<file path="config.mk">
export PLATFORM = sky130hd
export DESIGN_NAME = seg7_msg_sequencer_flat
export DESIGN_NICKNAME = d
export VERILOG_FILES = /design/src/rtl/seg7_msg_sequencer_if.sv /design/src/rtl/seg7_msg_sequencer.sv /design/src/flat_wrapper.sv
export SDC_FILE = /design/constraint.sdc
export NUM_CORES = 1
export LEC_CHECK = 0
export BUFFER_PORTS_ARGS = -buffer_cell sky130_fd_sc_hd__buf_2
export CAP_MARGIN = 5
export CORE_MARGIN = 5
export CORE_UTILIZATION = 54
export CTS_CLUSTER_SIZE = 30
export DETAILED_ROUTE_END_ITERATION = 10
export PLACE_DENSITY = 0.78
export SKIP_LAST_GASP = 1
export SLEW_MARGIN = 40
export SYNTH_ARGS = -nofsm -noshare
export SYNTH_HDL_FRONTEND = slang
export SYNTH_SLANG_ARGS = --single-unit
</file>
<file path="constraint.sdc">
create_clock -name clk_2 -period 2.3 [get_ports clk_2]
set_input_delay 0.46 -clock clk_2 [delete_from_list [all_inputs] [get_ports clk_2]]
set_output_delay 0.46 -clock clk_2 [all_outputs]
set_load 0.05 [all_outputs]
</file>
<file path="src/rtl/seg7_msg_sequencer_if.sv">
// Control/data bundle between the switch logic in top and the message sequencer.
// master drives the controls and write data; slave is the sequencer.
interface seg7_msg_sequencer_if #(
  parameter int unsigned DEPTH  = 8,
  parameter int unsigned CODE_W = 6
);
  localparam int unsigned LEN_W = $clog2(DEPTH) + 1;

  logic              clear;
  logic              play;
  logic              wr_en;
  logic [CODE_W-1:0] wr_data;
  logic [CODE_W-1:0] code_out;
  logic              code_valid;
  logic [LEN_W-1:0]  len;
  logic              full;
  logic              playing;

  modport master (
    output clear, play, wr_en, wr_data,
    input  code_out, code_valid, len, full, playing
  );

  modport slave (
    input  clear, play, wr_en, wr_data,
    output code_out, code_valid, len, full, playing
  );
endinterface

</file>
<file path="src/rtl/seg7_msg_sequencer.sv">
// Stores a short message of display codes and loops it on one 7-segment digit,
// showing each character for HOLD_TICKS cycles followed by GAP_TICKS blank cycles.
module seg7_msg_sequencer #(
  parameter int unsigned DEPTH      = 8,
  parameter int unsigned CODE_W     = 6,
  parameter int unsigned HOLD_TICKS = 2,
  parameter int unsigned GAP_TICKS  = 1
) (
  input  logic                  clk_2,
  input  logic                  reset_n,
  seg7_msg_sequencer_if.slave   bus
);
  localparam int unsigned IDX_W  = $clog2(DEPTH);
  localparam int unsigned LEN_W  = IDX_W + 1;
  localparam int unsigned MAX_T  = (HOLD_TICKS > GAP_TICKS) ? HOLD_TICKS : GAP_TICKS;
  localparam int unsigned TICK_W = (MAX_T > 1) ? $clog2(MAX_T) : 1;
  localparam logic [TICK_W-1:0] HOLD_LAST = TICK_W'(HOLD_TICKS - 1);
  localparam logic [TICK_W-1:0] GAP_LAST  = (GAP_TICKS > 0) ? TICK_W'(GAP_TICKS - 1) : '0;

  typedef enum logic [1:0] {
    IDLE,
    SHOW,
    GAP
  } state_e;

  state_e            state_q;
  logic [LEN_W-1:0]  len_q;
  logic [IDX_W-1:0]  idx_q;
  logic [TICK_W-1:0] tick_q;
  logic [CODE_W-1:0] code_q;
  logic              valid_q;
  logic [CODE_W-1:0] mem_q [DEPTH];

  logic              full;
  logic              wr_accept;
  logic [IDX_W-1:0]  idx_wrap;

  always_comb begin
    full      = (len_q == LEN_W'(DEPTH));
    wr_accept = (state_q == IDLE) && !bus.clear && !bus.play && bus.wr_en && !full;
    idx_wrap  = ({1'b0, idx_q} == len_q - 1'b1) ? '0 : idx_q + 1'b1;
  end

  // Buffer contents are don't-care after reset; only len_q marks what is valid.
  always_ff @(posedge clk_2) begin
    if (wr_accept) begin
      mem_q[len_q[IDX_W-1:0]] <= bus.wr_data;
    end
  end

  always_ff @(posedge clk_2 or negedge reset_n) begin
    if (!reset_n) begin
      state_q <= IDLE;
      len_q   <= '0;
      idx_q   <= '0;
      tick_q  <= '0;
      code_q  <= '0;
      valid_q <= 1'b0;
    end else if (bus.clear) begin
      state_q <= IDLE;
      len_q   <= '0;
      idx_q   <= '0;
      tick_q  <= '0;
      valid_q <= 1'b0;
    end else begin
      if (wr_accept) begin
        len_q <= len_q + 1'b1;
      end
      case (state_q)
        IDLE: begin
          if (bus.play && (len_q != '0)) begin
            state_q <= SHOW;
            idx_q   <= '0;
            tick_q  <= '0;
            code_q  <= mem_q[0];
            valid_q <= 1'b1;
          end
        end
        SHOW: begin
          if (!bus.play) begin
            state_q <= IDLE;
            idx_q   <= '0;
            tick_q  <= '0;
            valid_q <= 1'b0;
          end else if (tick_q == HOLD_LAST) begin
            tick_q <= '0;
            // With no gap configured, chain straight into the next character.
            if (GAP_TICKS > 0) begin
              state_q <= GAP;
              valid_q <= 1'b0;
            end else begin
              idx_q  <= idx_wrap;
              code_q <= mem_q[idx_wrap];
            end
          end else begin
            tick_q <= tick_q + 1'b1;
          end
        end
        GAP: begin
          if (!bus.play) begin
            state_q <= IDLE;
            idx_q   <= '0;
            tick_q  <= '0;
            valid_q <= 1'b0;
          end else if (tick_q == GAP_LAST) begin
            state_q <= SHOW;
            tick_q  <= '0;
            idx_q   <= idx_wrap;
            code_q  <= mem_q[idx_wrap];
            valid_q <= 1'b1;
          end else begin
            tick_q <= tick_q + 1'b1;
          end
        end
        default: state_q <= IDLE;
      endcase
    end
  end

  assign bus.code_out   = code_q;
  assign bus.code_valid = valid_q;
  assign bus.len        = len_q;
  assign bus.full       = full;
  assign bus.playing    = (state_q != IDLE);
endmodule

</file>
<file path="src/flat_wrapper.sv">
// flat-port wrapper written by rule: the top's interface ports become plain ports
module seg7_msg_sequencer_flat 
#(
  parameter int unsigned DEPTH      = 8,
  parameter int unsigned CODE_W     = 6,
  parameter int unsigned HOLD_TICKS = 2,
  parameter int unsigned GAP_TICKS  = 1
)
  (clk_2, reset_n, bus_clear, bus_play, bus_wr_en, bus_wr_data, bus_code_out, bus_code_valid, bus_len, bus_full, bus_playing);
  seg7_msg_sequencer_if #(.DEPTH(DEPTH), .CODE_W(CODE_W)) bus_i ();
  input  logic clk_2;
  input  logic reset_n;
  input wire logic [$bits(bus_i.clear)-1:0] bus_clear;
  input wire logic [$bits(bus_i.play)-1:0] bus_play;
  input wire logic [$bits(bus_i.wr_en)-1:0] bus_wr_en;
  input wire logic [$bits(bus_i.wr_data)-1:0] bus_wr_data;
  output wire logic [$bits(bus_i.code_out)-1:0] bus_code_out;
  output wire logic [$bits(bus_i.code_valid)-1:0] bus_code_valid;
  output wire logic [$bits(bus_i.len)-1:0] bus_len;
  output wire logic [$bits(bus_i.full)-1:0] bus_full;
  output wire logic [$bits(bus_i.playing)-1:0] bus_playing;
  assign bus_i.clear = bus_clear;
  assign bus_i.play = bus_play;
  assign bus_i.wr_en = bus_wr_en;
  assign bus_i.wr_data = bus_wr_data;
  assign bus_code_out = bus_i.code_out;
  assign bus_code_valid = bus_i.code_valid;
  assign bus_len = bus_i.len;
  assign bus_full = bus_i.full;
  assign bus_playing = bus_i.playing;
  seg7_msg_sequencer #(.DEPTH(DEPTH), .CODE_W(CODE_W), .HOLD_TICKS(HOLD_TICKS), .GAP_TICKS(GAP_TICKS)) u_core (.clk_2(clk_2), .reset_n(reset_n), .bus(bus_i));
endmodule
</file>
==> flow_summary.toml <==
[die]
dieWidth_um = 88.7
die_h_um = 88.7
placementRows = 28
io_pins = 24
fp.dieArea_mm2 = 0.00786
core_mm2 = 0.00596
initial_utilization_pct = 56.1

[worst_setup_path]
path_cells = "inv_2 > ha_4 > xor2_2 > nand3_4 > a211o_1 > o211a_1 > a311oi_2 > o221ai_1"
path_class = "reg -> reg"
cp-end-kind = "register"
critPathBufInv = 1
cp.arrival_ps = 2400
cp_slowest_cell = "dfrtp_2"
critical_path.max_stage_delay_ps = 420
critPathRequiredTime_ps = 2510
crit_fanout = 14
worstSetupStartpointType = "register"
cp_top_family = "compound AO/OA/AOI/OAI gates"

[timing]
rsz0062_at_grt = "true"
fin_crit_ps = 2190
worst_slew_pin_slew_ps = 472
fmax_mhz = 456
layout_setup_ws_ps = 106
setup_viol = 0
hold_slack_ps = 32.7
final.period_utilization_pct = 95.4
max_slew_margin_pct = 68.3
hold_viol = 0
finalClockSkew_ps = 8.04
drv_slew = 0

[power]
powerDensity_mw_per_mm2 = 841
power_leakage_nw = 1.46
peakVddDrop_uv = 644

[status]
outcome = "completed"

[route]
wire_per_inst_um = 18.9
vias_per_cell = 6.08
vias = 2413
drcViolationCount = 0
ant_nets = 0
wl_um = 7510
drt_iter0_drc = 180
first_pass_iters = 5

[yosys]
synth_fa_ha_area_share_pct = 2.62
yosys.area_share.simple_pct = 13.6
yosys-top-cells-area = "edfxtp_1, dfrtp_1, mux2i_1, nor2_1, ha_1"
synth_warnings = 0
netlist_instances = 280
avgSynthCellArea_um2 = 11.9
synth-xor-area-share_pct = 2.32
synth-compound-area-share_pct = 16.6
synth_common_cells = "edfxtp_1, nor2_1, dfrtp_1, nand2_1, a21oi_1"
synth_top_area_cell = "edfxtp_1"
ys.flop_type = "edfxtp_1"
yosys_register_bits = 65
synth_top_family_by_area = "compound AO/OA/AOI/OAI gates"
netlist-cell-type-count = 53
synth_mux_area_share_pct = 4.94
yosysMostFrequentCell = "edfxtp_1"
yosys.area.top_type_share_pct = 43.1
synth_seq_area_share_pct = 55.9
synthesis.nets = 298
syn_area_mm2 = 0.00334
synth_edf_count = 48
async_flop_share_pct = 26.2

[global_routing]
grtUsageTotal_pct = 20.5
grt_max_degree = 25
antenna_found_initial = 0
grt_pass1_vias = 2327
grt_pass1_wl_um = 12000
grt_overflow = 0

[cells_and_area]
drive_gt1_share_pct = 28.6
num-fill-cells = 453
area_growth_pct = 17.5
fin_nets = 335
num_antenna_cells = 0

[cts]
postCtsHoldBufs = 0
root_buffer = "clkbuf_8"
numCtsBuffers = 9
cts_tree = "built"
cts.sinks = 65
cts.clk_slew.worst_paths_ps = 70
cts_htree_levels = 3
insertion_delay_ps = 350
clockBufferDepth = 2

[worst_hold_path]
hold_class = "in -> async"

[placement]
gp_congestion = 0.988
io_buffers = 23
pre_cts_slack_ps = -24.6
dp_hpwl_um = 5340

[run]
max-cap-violations = 0
-- through the flow --
| step | instances | power [mW] | util (%) | setup TNS (ps) | cell area [um^2] |
|---|---|---|---|---|---|
| 2_1_floorplan | 280 | 2.10 | - | -2990 | 3440 |
| 4_1_cts | 394 | 3.31 | 64.7 | 0 | 3860 |
| 5_1_grt | 397 | 3.44 | 65.9 | -19.6 | 3930 |
| 3_3_place_gp | 378 | 2.31 | 61.4 | -3.76 | 3650 |
| 3_5_place_dp | 378 | 2.33 | 61.4 | -32.1 | 3650 |
| 6_report | 397 | 3.30 | 65.9 | 0 | 3930 |
-- sequential cells by signal, summed over array words and instances, names as in the netlist --
register	count
u_core.bus.len	4
u_core.bus.code_valid	1
u_core.tick_q	1
u_core.state_q	2
u_core.mem_q	48
u_core.idx_q	3
u_core.bus.code_out	6
-- report_power, final --
part	internal (mW)	total [mW]	switching (mW)
clock	0.509	0.980	0.471
sequential	1.35	1.40	0.0547
combinational	0.293	0.918	0.625
-- layout by cell type, fill, tap and decap left out, types with 3 or more instances in the layout --
| master | synthesis | final |
|---|---|---|
| buf_4 | 0 | 16 |
| nand2_1 | 17 | 16 |
| clkbuf_8 | 0 | 9 |
| inv_1 | 12 | 10 |
| o21ai_0 | 5 | 5 |
| a311oi_1 | 9 | 9 |
| a31oi_1 | 9 | 9 |
| o31ai_1 | 6 | 6 |
| o22ai_1 | 5 | 5 |
| ha_1 | 7 | 6 |
| mux2_2 | 4 | 4 |
| buf_2 | 4 | 23 |
| nand2b_1 | 8 | 7 |
| mux2i_1 | 12 | 12 |
| xor2_1 | 4 | 3 |
| nor2_1 | 25 | 19 |
| o211ai_1 | 5 | 5 |
| nor3b_1 | 6 | 6 |
| a21oi_1 | 16 | 16 |
| o21ai_1 | 7 | 6 |
| dfrtp_1 | 17 | 15 |
| a221oi_1 | 4 | 4 |
| nor2b_1 | 3 | 3 |
| xnor2_1 | 3 | 3 |
| edfxtp_1 | 48 | 48 |
| nor2_4 | 0 | 5 |
-- final cells by class --
cell class	instances	area [um^2]	share of cell area, %
inverter	12	47.5	1.21
clock buffer	9	124	3.15
timing repair buffer	40	255	6.50
sequential	65	1870	47.6
clock inverter	7	77.6	1.98
multi-input combinational	189	1460	37.2
tap	75	93.8	2.39
-- path summary, 6_finish.rpt --
path | startpoint | to | slack [ps] | cells past startpoint
max in group asynchronous | reset_n | u_core.bus.len[0] | 1960 | 1
worst min register to register | u_core.bus.code_out[3] | u_core.bus.code_out[3] | 490 | 2
worst max register to register | u_core.bus.len[1] | u_core.bus.code_out[3] | 110 | 8
worst max-delay path | u_core.bus.len[1] | u_core.bus.code_out[3] | 110 | 8
min in group clk_2 | bus_wr_data[4] | u_core.mem_q[6][4] | 390 | 1
worst min-delay path | reset_n | u_core.state_q[1] | 30 | 1
-- metal layers --
metal  GRT usage (%)  vias up  part of all wire (%)
li1                -     1140                     -
met1            27.5     1168                    43
met2            31.8       86                    49
met3            5.12       19                   5.9
met4            8.38        0                   1.7
met5               0        -                     0
-- logic make-up after synthesis --
kind of cell | count (synthesis)
buffers and inverters | 26
xor gates and xnor gates | 8
DFF | 65
AOI/OAI and AO/OA | 78
muxes | 16
and+or+nand+nor | 80
adders and majority gates | 7
-- repair_timing --
item                                    in CTS  in global routing
endpoints found under the setup margin       2                  7
resized for setup                            0                  5
pin swaps                                    1                  2
setup buffers                                0                  3
(Power assumes the default switching activity.)
